[src/rtl/ife_pkg.sv]
// Shared types for the Instruction Flow Expander.
// Dispatcher FSM states and core index width helper.
package ife_pkg;

  typedef enum logic [1:0] {
    IDLE,
    SELECT,
    ISSUE
  } ife_disp_state_e;

  function automatic int IFE_IDX_W(input int n);
    return (n > 1) ? $clog2(n) : 1;
  endfunction

endpackage

[src/rtl/ife_rr_arbiter.sv]
// Combinational round-robin pick: first request at or
// after rr_ptr, wrapping modulo NUM_CORES.
module ife_rr_arbiter
  import ife_pkg::*;
#(
  parameter int NUM_CORES = 4
) (
  input  logic [NUM_CORES-1:0]            req,
  input  logic [IFE_IDX_W(NUM_CORES)-1:0] rr_ptr,
  output logic                            grant_valid,
  output logic [IFE_IDX_W(NUM_CORES)-1:0] grant_idx
);

  localparam int IDX_W = IFE_IDX_W(NUM_CORES);

  int              idx;
  logic [IDX_W-1:0] idx_w;

  // Scan from farthest to nearest so the nearest hit wins.
  always_comb begin
    grant_valid = 1'b0;
    grant_idx   = '0;
    idx         = 0;
    idx_w       = '0;
    for (int k = NUM_CORES - 1; k >= 0; k--) begin
      idx = int'(rr_ptr) + k;
      if (idx >= NUM_CORES) idx = idx - NUM_CORES;
      idx_w = IDX_W'(idx);
      if (req[idx_w]) begin
        grant_valid = 1'b1;
        grant_idx   = idx_w;
      end
    end
  end

endmodule

[src/rtl/ife_dispatcher.sv]
// IFE dispatch stage: buffers one task, picks an eligible
// core round-robin and issues over a per-core handshake.
module ife_dispatcher
  import ife_pkg::*;
#(
  parameter int NUM_CORES = 4,
  parameter int TASK_W    = 32,
  parameter int CNT_W     = 16
) (
  input  logic                 clk,
  input  logic                 rst,
  input  logic                 task_valid,
  output logic                 task_ready,
  input  logic [TASK_W-1:0]    task_data,
  input  logic [NUM_CORES-1:0] core_idle_mask,
  output logic [NUM_CORES-1:0] disp_valid,
  output logic [TASK_W-1:0]    disp_data,
  input  logic [NUM_CORES-1:0] disp_ready,
  input  logic [NUM_CORES-1:0] core_done,
  output logic [NUM_CORES-1:0] core_busy,
  output logic [CNT_W-1:0]     dispatch_count
);

  localparam int IDX_W = IFE_IDX_W(NUM_CORES);

  ife_disp_state_e state, state_n;

  logic [TASK_W-1:0]    buf_q;
  logic [IDX_W-1:0]     sel;
  logic [IDX_W-1:0]     rr_ptr;
  logic                 rdy_q;
  logic [NUM_CORES-1:0] busy_q;
  logic [NUM_CORES-1:0] busy_n;
  logic [CNT_W-1:0]     cnt_q;
  logic                 gnt_v;
  logic [IDX_W-1:0]     gnt_idx;
  logic                 accept;
  logic                 hs;

  ife_rr_arbiter #(
    .NUM_CORES(NUM_CORES)
  ) u_arb (
    .req        (core_idle_mask & ~busy_q),
    .rr_ptr     (rr_ptr),
    .grant_valid(gnt_v),
    .grant_idx  (gnt_idx)
  );

  always_ff @(posedge clk) begin
    if (rst) state <= IDLE;
    else     state <= state_n;
  end

  always_comb begin
    state_n = state;
    accept  = 1'b0;
    hs      = 1'b0;
    unique case (state)
      IDLE: begin
        if (task_valid && rdy_q) begin
          accept  = 1'b1;
          state_n = SELECT;
        end
      end
      SELECT: begin
        if (gnt_v) state_n = ISSUE;
      end
      ISSUE: begin
        if (disp_ready[sel]) begin
          hs      = 1'b1;
          state_n = IDLE;
        end
      end
      default: state_n = IDLE;
    endcase
    // A new reservation outranks a same-cycle completion.
    busy_n = busy_q & ~core_done;
    if (hs) busy_n[sel] = 1'b1;
  end

  always_ff @(posedge clk) begin
    if (rst) begin
      rdy_q  <= 1'b0;
      buf_q  <= '0;
      sel    <= '0;
      rr_ptr <= '0;
      busy_q <= '0;
      cnt_q  <= '0;
    end else begin
      rdy_q  <= (state_n == IDLE);
      busy_q <= busy_n;
      if (accept) buf_q <= task_data;
      if (state == SELECT && gnt_v) sel <= gnt_idx;
      if (hs) begin
        rr_ptr <= (sel == IDX_W'(NUM_CORES - 1))
                  ? '0 : sel + 1'b1;
        cnt_q  <= cnt_q + 1'b1;
      end
    end
  end

  always_comb begin
    disp_valid = '0;
    if (state == ISSUE) disp_valid[sel] = 1'b1;
  end

  assign task_ready     = rdy_q;
  assign disp_data      = buf_q;
  assign core_busy      = busy_q;
  assign dispatch_count = cnt_q;

endmodule

[config.mk]
export PLATFORM = sky130hd
export DESIGN_NAME = ife_dispatcher
export DESIGN_NICKNAME = d
export VERILOG_FILES = /design/src/rtl/ife_pkg.sv /design/src/rtl/ife_rr_arbiter.sv /design/src/rtl/ife_dispatcher.sv
export SDC_FILE = /design/constraint.sdc
export NUM_CORES = 1
export LEC_CHECK = 0
export BUFFER_PORTS_ARGS = -buffer_cell sky130_fd_sc_hd__buf_2
export CORE_MARGIN = 10
export CORE_UTILIZATION = 48
export DETAILED_ROUTE_END_ITERATION = 8
export PLACE_DENSITY = 0.78
export SYNTH_ARGS = -nofsm -noshare
export SYNTH_HDL_FRONTEND = slang
export SYNTH_SLANG_ARGS = --single-unit
[constraint.sdc]
create_clock -name clk -period 3.9 [get_ports clk]
set_clock_uncertainty 0.15 [all_clocks]
set_input_delay 0.195 -clock clk [delete_from_list [all_inputs] [get_ports clk]]
set_output_delay 0.195 -clock clk [all_outputs]
set_load 0.02 [all_outputs]
# Word level (Yosys, flattened, before mapping)
# Cells that the tools add are included.
# W data, S select, Z words.
[word_totals]
reg_bits = 59
inputBits = 47
wordCells = 74
[classes]
addsub = 9
order_cmp = 10
n_eq_ne = 3
mux = 35
n_bitwise = 5
n_reduce_logical = 5
[op_table]
columns = ["op", "count"]
rows = [
  ["$mux W2", 12],
  ["$add A16 B1 Y16 const B", 1],
  ["$lt A2 B3 Y1 const B", 5],
  ["$mux W1", 14],
  ["$bmux W1 S2", 5],
  ["$ge A3 B3 Y1 const B", 3],
  ["$and A4 B4 Y4", 2],
  ["$mux W4", 2],
  ["$not A4 Y4", 2],
  ["$sub A2 B1 Y2 const B", 4],
  ["$add A2 B2 Y3 const B", 2],
  ["$pmux W2 S3", 1],
  ["$eq A2 B2 Y1 const B", 2],
  ["$logic_not A2 Y1", 2],
  ["$or A4 B4 Y4", 1],
  ["$add A2 B1 Y3 const B", 1],
  ["$ge A2 B3 Y1 const B", 1],
  ["$logic_and A1 B1 Y1", 3],
  ["$add A2 B1 Y2 const B", 1],
  ["$demux W1 S2", 1],
  ["$eq A2 B1 Y1 const B", 1],
  ["$ge A2 B1 Y1 const B", 1],
]

# Longest topological paths before layout
# Gate-level depths: netlist of run 1.
[logic_depth]
ltp_word = 12
mapped_depth = 6
ltp_nobuf = 5

# Hierarchy
# A second synthesis of run 1 with hierarchy kept.
[hier_totals]
cells_unflattened = 314
hier_area_um2 = 2538.7
[by_module_without_submodules]
columns = ["module", "n_inst", "cells_each", "area_each_um2", "seq_area_each_um2"]
rows = [
  ["ife_dispatcher", 1, 301, 2461.1, 1181.1],
  ["ife_rr_arbiter", 1, 13, 77.6, 0.0],
]

# Worst setup path before layout of run 1
# No wires, ideal clock.
[synth_timing]
path_kind = "register to register"
startpoint = "reg cnt_q[0], in the netlist dispatch_count[0]"
endpoint = "reg cnt_q[12], in the netlist dispatch_count[12]"
setup_time_ns = 0.070
arrival_ns = 1.641
t_required_ns = 3.680
path_slack_ns = 2.038
stages_incl_launch_ff = 6
n_path_buf = 0
synth_period_minus_slack_ns = 1.862
cell_sequence = "dfxtp_1 -> ha_1 -> and4b_1 -> nand2_4 -> or4_1 -> a21oi_1"
[synth_via]
elab_chain_cells = 1
[synth_lines]
columns = ["element", "line_no", "rtl"]
rows = [
  ["start: declaration", "ife_dispatcher.sv:34", "logic [CNT_W-1:0] cnt_q;"],
  ["start signal: assignment", "ife_dispatcher.sv:97", "cnt_q <= cnt_q + 1'b1;"],
  ["$add A16 B1 Y16", "ife_dispatcher.sv:97", ""],
]
# No other way between the ends.
# A chain may end at the register's enable or synchronous reset.

# Final worst setup path of run 1
[layout_timing]
startpoint = "reg sel[0]"
endpoint = "reg cnt_q[15], in the netlist dispatch_count[15]"
[layout_via]
elab_chain_cells = 4
[layout_lines]
columns = ["element", "line_no", "rtl"]
rows = [
  ["start: declaration", "ife_dispatcher.sv:29", "logic [IDX_W-1:0] sel;"],
  ["start signal: assignment", "ife_dispatcher.sv:93", "if (state == SELECT && gnt_v) sel <= gnt_idx;"],
  ["$bmux W1 S2", "ife_dispatcher.sv:69", "if (disp_ready[sel]) begin"],
  ["$mux W1 (not written as such)", "ife_dispatcher.sv:69", ""],
  ["$mux W1", "ife_dispatcher.sv:69", ""],
  ["$mux W1", "ife_dispatcher.sv:58", "unique case (state)"],
]
# No other way between the ends. The select of a mux whose other input is x is not followed.

==> results.md, run 1 <==
- Outcome: finished, final reports clean
- Routed vias: between 2000 and 2500
- Mapped cell area: roughly 2400 um2
- Fmax: between 0.4 and 0.5 GHz
- Asr flop ratio synth: 0%
- Crit path DAT: ~2.2 ns
- # IOs: approximately 100
- Clk sink count: slightly below 60
- Critical Path Sink Type: flop
- Net Sw Frac: around a quarter
- Clk pwr share: between 40% and 50%
- Htree depth: 3
- Psw: 340 uW
- Internal cell power: 1.11 mW
- Non-Filler Instances: 501
- Setup Fix Bufs, Post-CTS: 0
- Share of cells above drive strength 1: 28.6%
- Syn_nets: 350
- Flop pwr share: between 40 and 50%
- RSZ-0062 raised after global routing: no
- P&R area growth vs syn: 44.9%
- Die width: 91.4 um
- Syn Area/Cell: just over 8 um2
- Placed cells: 453
- Clock buffer count from CTS: 9
- Core Box Area: about 4800 um2
- DIE AREA: roughly 8300 um2
- Crit-path max FO: 16
- Final instance area: between 3000 and 4000 um2
- Rows: 25
- Gr usage total: ~17%
- DP Wirelength: 4.83 mm
- Least-Margin Pin Slew: approximately 1.2 ns
- I/O Buffers: approximately 100
- Number of fill cells in the layout: 390
- Mapped Cells: slightly below 300
- Post-synthesis sequential area ratio: around half
- Starting density of the core: about half
- CP required: 3.97 ns
- Final min period: around 2.1 ns
- Maximum capacitance violations: 0
- DR WL/cell: roughly 15 um
- FF+latch count, synth: 59
- Part of the power in combinational logic: a little under an eighth
- Setup TNS Final: 0 ns
- Vias in the first global route: approximately 2400
- Chip height: between 90 and 100 um
- GPL Wtd Cong: about 0.80
- Final nets: 481
- Residual DRC: 0
- Initial DRT Pass Iterations: 4
- Crit path launch type: flop
- Worst Hold Class: input pin to flop
- Root buffer cell: clkbuf_8
- Leak: about 1.6 nW
- DRT antenna net count: 0
- Final setup violation count: 0
- GRT overflow: 0
- Path type of the worst setup path: flop to flop
- Placed cell area: 2990 um2
- First-pass GRT wire length: between 10 and 15 mm
- Yosys warnings: 0
- Final hold vios: 0
- Final period util: 53.4%
- PwrDens: between 400 and 500 nW/um2
- Clock Latency Late Sink: 0.33 ns
- Reg area: 1180 um2
- TritonCTS clock tree: yes
- Area of the multi-input gates: ~1200 um2
- Dpl ws: approximately 1.8 ns
- CTS resizes: 0
- Post-DR vias/cell: 4.98
- Slew Limit Fails: 0
- Clock Path Buffers: 2
- CTS clk-pin slew, worst paths: 0.07 ns
- Peak VDD IR: between 0.0002 and 0.0003 V
- Fin worst setup slack: approximately 1.8 ns
- Initial DRC count: around 120
- Routed WL: ~7.5 mm
- Hold_buf cts: 32
- Largest net degree at the start of global routing: 62
- Synth Flop Type: dfxtp_1
- Post-synth EDFFs: 0
- Final hold slack: between 0.02 and 0.025 ns
- Antenna violations before repair: 1
- Relative slew margins: a little under a fifth
- Post-synth cell types: 39
metrics by stage:
| stage | total power [mW] | utilization (%) |
|---|---|---|
| final | 1.45 | 73.5 |
| after floorplan | 0.729 | - |
| after global routing | 1.51 | 73.5 |
| after detailed placement | 0.784 | 62.1 |
| after global placement | 0.781 | 62.1 |
| after CTS | 1.46 | 73.5 |
sequential cells by signal, summed over array words and instances, names as in the netlist:
signal,cells
core_busy,4
state,2
disp_data,32
task_ready,1
dispatch_count,16
sel,2
rr_ptr,2
layer usage:
layer | vias to the layer above | part of all wire (%) | wire length [um] | GRT usage [%]
li1 | 1266 | - | - | -
met1 | 1119 | 39 | 2910 | 18.5
met2 | 85 | 50 | 3720 | 28.0
met3 | 27 | 6.6 | 496 | 6.01
met4 | 0 | 4.6 | 340 | 12.1
met5 | - | 0 | 0 | 0
power groups by stage:
| stage | combinational, mW | clock [mW] | sequential [mW] |
|---|---|---|---|
| floorplan | 0.0593 | 0 | 0.670 |
| global placement | 0.135 | 0 | 0.646 |
| detailed placement | 0.137 | 0 | 0.647 |
| CTS | 0.163 | 0.662 | 0.633 |
| global route | 0.179 | 0.694 | 0.636 |
| finish | 0.164 | 0.653 | 0.634 |
layout make-up:
class / count / area share (%)
Inverter: 9 / 0.954
Clock inverter: 6 / 2.97
Sequential cell: 59 / 33.3
Clock buffer: 9 / 3.50
Antenna cell: 1 / 0.0706
Tap cell: 67 / 2.37
Timing Repair Buffer: 136 / 23.8
Multi-Input combinational cell: 214 / 33.0
path summary, 6_finish.rpt:
check / startpoint / to / slack, ns / cells past startpoint
max: sel[0] / dispatch_count[15] / 1.82 / 4
min: core_done[2] / core_busy[2] / 0.02 / 4
max reg2reg: sel[0] / dispatch_count[15] / 1.82 / 4
min reg2reg: disp_data[16] / disp_data[16] / 0.30 / 2
placed cells by master, fill, tap and decap left out, drive strengths merged, types with 8 or more instances in the layout:
cell	instances
nor2	18
nand3	9
nor2b	10
dlygate4sd3	32
clkbuf	9
xor2	8
nand2	72
a21oi	46
inv	9
dfxtp	59
buf	104
worst max-delay path, cell delays in order (launching register included):
cell and delay (ns):
dfxtp_1 0.36, mux4_2 0.57, nand3_1 0.27, nor4_1 0.25, mux2_2 0.37
cell families (layout without fill, tap and decap cells):
kind of cell,after synthesis,after routing,synth area share [%]
fa+ha+maj,5,5,2.56
mux,3,3,1.84
flops,59,59,48.3
simple gates,137,137,26.3
compound gates,61,61,14.2
xor+xnor,8,8,2.87
buf+inv,25,160,3.89
other cells,0,1,0
Yosys cell counts (all sizes together) (2+ instances only):
| cell type | instances | area, um2 |
|---|---|---|
| or4 | 3 | 22.5 |
| or3 | 2 | 12.5 |
| o21ai | 2 | 10.0 |
| and3 | 3 | 18.8 |
| nor4 | 2 | 12.5 |
| nand4 | 5 | 31.3 |
| nor2b | 10 | 62.6 |
| dfxtp | 59 | 1180 |
| a21oi | 46 | 230 |
| ha | 5 | 62.6 |
| mux2 | 2 | 22.5 |
| nor2 | 18 | 67.6 |
| and4 | 2 | 17.5 |
| inv | 9 | 33.8 |
| o31ai | 3 | 22.5 |
| nand2 | 72 | 278 |
| and2 | 5 | 31.3 |
| xor2 | 8 | 70.1 |
| nand3 | 9 | 45.0 |
| nand2b | 2 | 12.5 |
| buf | 2 | 8.75 |
| clkbuf | 14 | 52.6 |
Power figures use the tool's default switching activity.
==> inputs of run 2 (changes only) <==
--- a/config.mk
+++ b/config.mk
@@ -7,9 +7,9 @@
 export LEC_CHECK = 0
 export BUFFER_PORTS_ARGS = -buffer_cell sky130_fd_sc_hd__buf_2
 export CORE_MARGIN = 10
-export CORE_UTILIZATION = 48
+export CORE_UTILIZATION = 43
 export DETAILED_ROUTE_END_ITERATION = 8
-export PLACE_DENSITY = 0.78
+export PLACE_DENSITY = 0.74
 export SYNTH_ARGS = -nofsm -noshare
 export SYNTH_HDL_FRONTEND = slang
 export SYNTH_SLANG_ARGS = --single-unit
==> constraint.sdc (replaced) <==
create_clock -name clk -period 1.82 [get_ports clk]
set_clock_uncertainty 0.15 [all_clocks]
set_input_delay 0.091 -clock clk [delete_from_list [all_inputs] [get_ports clk]]
set_output_delay 0.091 -clock clk [all_outputs]
set_load 0.02 [all_outputs]
==> run 2 against run 1 <==
Net effect:
- flip-flop and latch count unchanged
- cell area increased by 5.0%
- global-route usage decreased by 0.17 points
- total power increased by 100%
- first-iteration DRC count decreased by 9.9%
- critical path type unchanged
==> results.md, run 2 (same netlist as run 1, synthesis figures left out) <==
- Outcome: finished, final reports clean
- Starting density of the core: ~44%
- Slowest stage delay, CP: ~0.50 ns
- Critical path, cell by cell: mux4_2 > buf_4 > nand2_4 > or4_1 > a21oi_1
- GPL Wtd Cong: between 0.8 and 0.9
- P&R area growth vs syn: 52.1%
- Clock Latency Late Sink: around 0.33 ns
- Commonest non-fill, non-tap cells in the layout: buf_2 (103), nand2_1 (70), dfxtp_1 (57)
- R2r setup slk: approximately 0.066 ns
- DP Wirelength: 5.29 mm
- Commonest non-fill, non-tap cell in the layout: buf_2
- Die width: about 95 um
- Routed vias: between 2000 and 3000
- Clock buffer count from CTS: 9
- Final Util: about two thirds
- Peak VDD IR: 0.000625 V
- Chip height: ~95 um
- Part of the power in combinational logic: 13.0%
- Final period util: a little over nine tenths
- Clock Path Buffers: 2
- Number of flip-flops in the largest register: 32
- Final hold vios: 0
- Crit-path max FO: 6
- Fmax: between 0.5 and 0.6 GHz
- Post-DR vias/cell: between 5 and 6
- Worst Hold Class: input pin to flop
- Final nets: roughly 500
- CP required: just under 2 ns
- RSZ-0062 raised after global routing: yes
- Core Box Area: approximately 5500 um2
- Routed WL: between 7 and 8 mm
- PwrDens: a little under 800 nW/um2
- Final min period: roughly 1.8 ns
- Initial DRC count: ~110
- Largest net degree at the start of global routing: 33
- Antenna violations before repair: 0
- Share of cells above drive strength 1: ~33%
- Psw: 732 uW
- Internal cell power: approximately 2.2 mW
- Crit path launch type: flop
- Final hold slack: between 0.02 and 0.03 ns
- Clk sink count: 59
- Clk pwr share: about two fifths
- Htree depth: 3
- Relative slew margins: between 60% and 70%
- # IOs: approximately 100
- Leak: between 1.5 and 2 nW
- Vias in the first global route: between 2000 and 3000
- Critical Path Sink Type: flop
- Placed cell area: approximately 3100 um2
- Final setup violation count: 0
- Net Sw Frac: roughly 25%
- Number of fill cells in the layout: 470
- I/O Buffers: slightly above 100
- Slowest cell on crit path: or4_1
- Slew Limit Fails: 0
- DR WL/cell: about 15 um
- Crit path DAT: between 1.5 and 2 ns
- CTS clk-pin slew, worst paths: 0.06 ns
- DRT antenna net count: 0
- DIE AREA: ~9100 um2
- Residual DRC: 0
- Maximum capacitance violations: 0
- TritonCTS clock tree: yes
- Gr usage total: between 10% and 20%
- Final instance area: 3720 um2
- GRT overflow: 0
- First-pass GRT wire length: 12.3 mm
- Path type of the worst setup path: flop to flop
- Root buffer cell: clkbuf_8
- Total power: a little under 3 mW
- Flop pwr share: between 40% and 50%
- Initial DRT Pass Iterations: 4
- Buf/Inv on CP: 1
- Least-Margin Pin Slew: between 0.5 and 0.6 ns
- Rows: 27
- CP delay by family, top: simple AND/OR/NAND/NOR gates
## run 2: final cells by class
class                           count  area, um2  share of cell area, %
Timing Repair Buffer              158       1020                   27.5
Sequential cell                    59       1180                   31.8
Inverter                            9       33.8                  0.908
Tap cell                           72       90.1                   2.42
Multi-Input combinational cell    214       1180                   31.9
Antenna cell                        1       2.50                 0.0673
Clock inverter                      4       50.0                   1.35
Clock buffer                       11        151                   4.07
## run 2: what timing repair did
action / in CTS / in global routing
endpoints found under the setup margin: 1 / 9
gates resized for setup: 1 / 5
hold endpoints to repair: 36 / 0
hold buffers: 36 / 0
buffers inserted: 0 / 1
## run 2: path summary, 6_finish.rpt
path	start	endpoint	depth (start not counted)
hold / removal	rst	dispatch_count[8]	2
hold reg to reg	disp_data[5]	disp_data[5]	2
setup / recovery	sel[0]	dispatch_count[12]	5
setup reg to reg	sel[0]	dispatch_count[12]	5
## run 2: power groups by stage
| stage | sequential (mW) | combinational (mW) | clock [mW] |
|---|---|---|---|
| 5_1_grt | 1.36 | 0.418 | 1.28 |
| 4_1_cts | 1.36 | 0.373 | 1.22 |
| 2_1_floorplan | 1.44 | 0.127 | 0 |
| 6_report | 1.36 | 0.382 | 1.19 |
| 3_3_place_gp | 1.38 | 0.308 | 0 |
| 3_5_place_dp | 1.39 | 0.312 | 0 |
## run 2: per-stage QoR
step / setup TNS (ns) / worst slack, ns / instances
floorplan: 0 / 0.00581 / 298
global placement: 0 / 0.00175 / 475
detailed placement: -0.0370 / -0.0370 / 475
CTS: 0 / 0.00370 / 526
global route: -0.00604 / -0.00604 / 527
finish: 0 / 0.0659 / 528
## run 2: routing by layer
metal / wire, um / GRT usage [%]
met5: 0 / 0
met4: 296 / 11.3
met3: 560 / 5.66
met2: 4090 / 29.4
met1: 2820 / 17.4
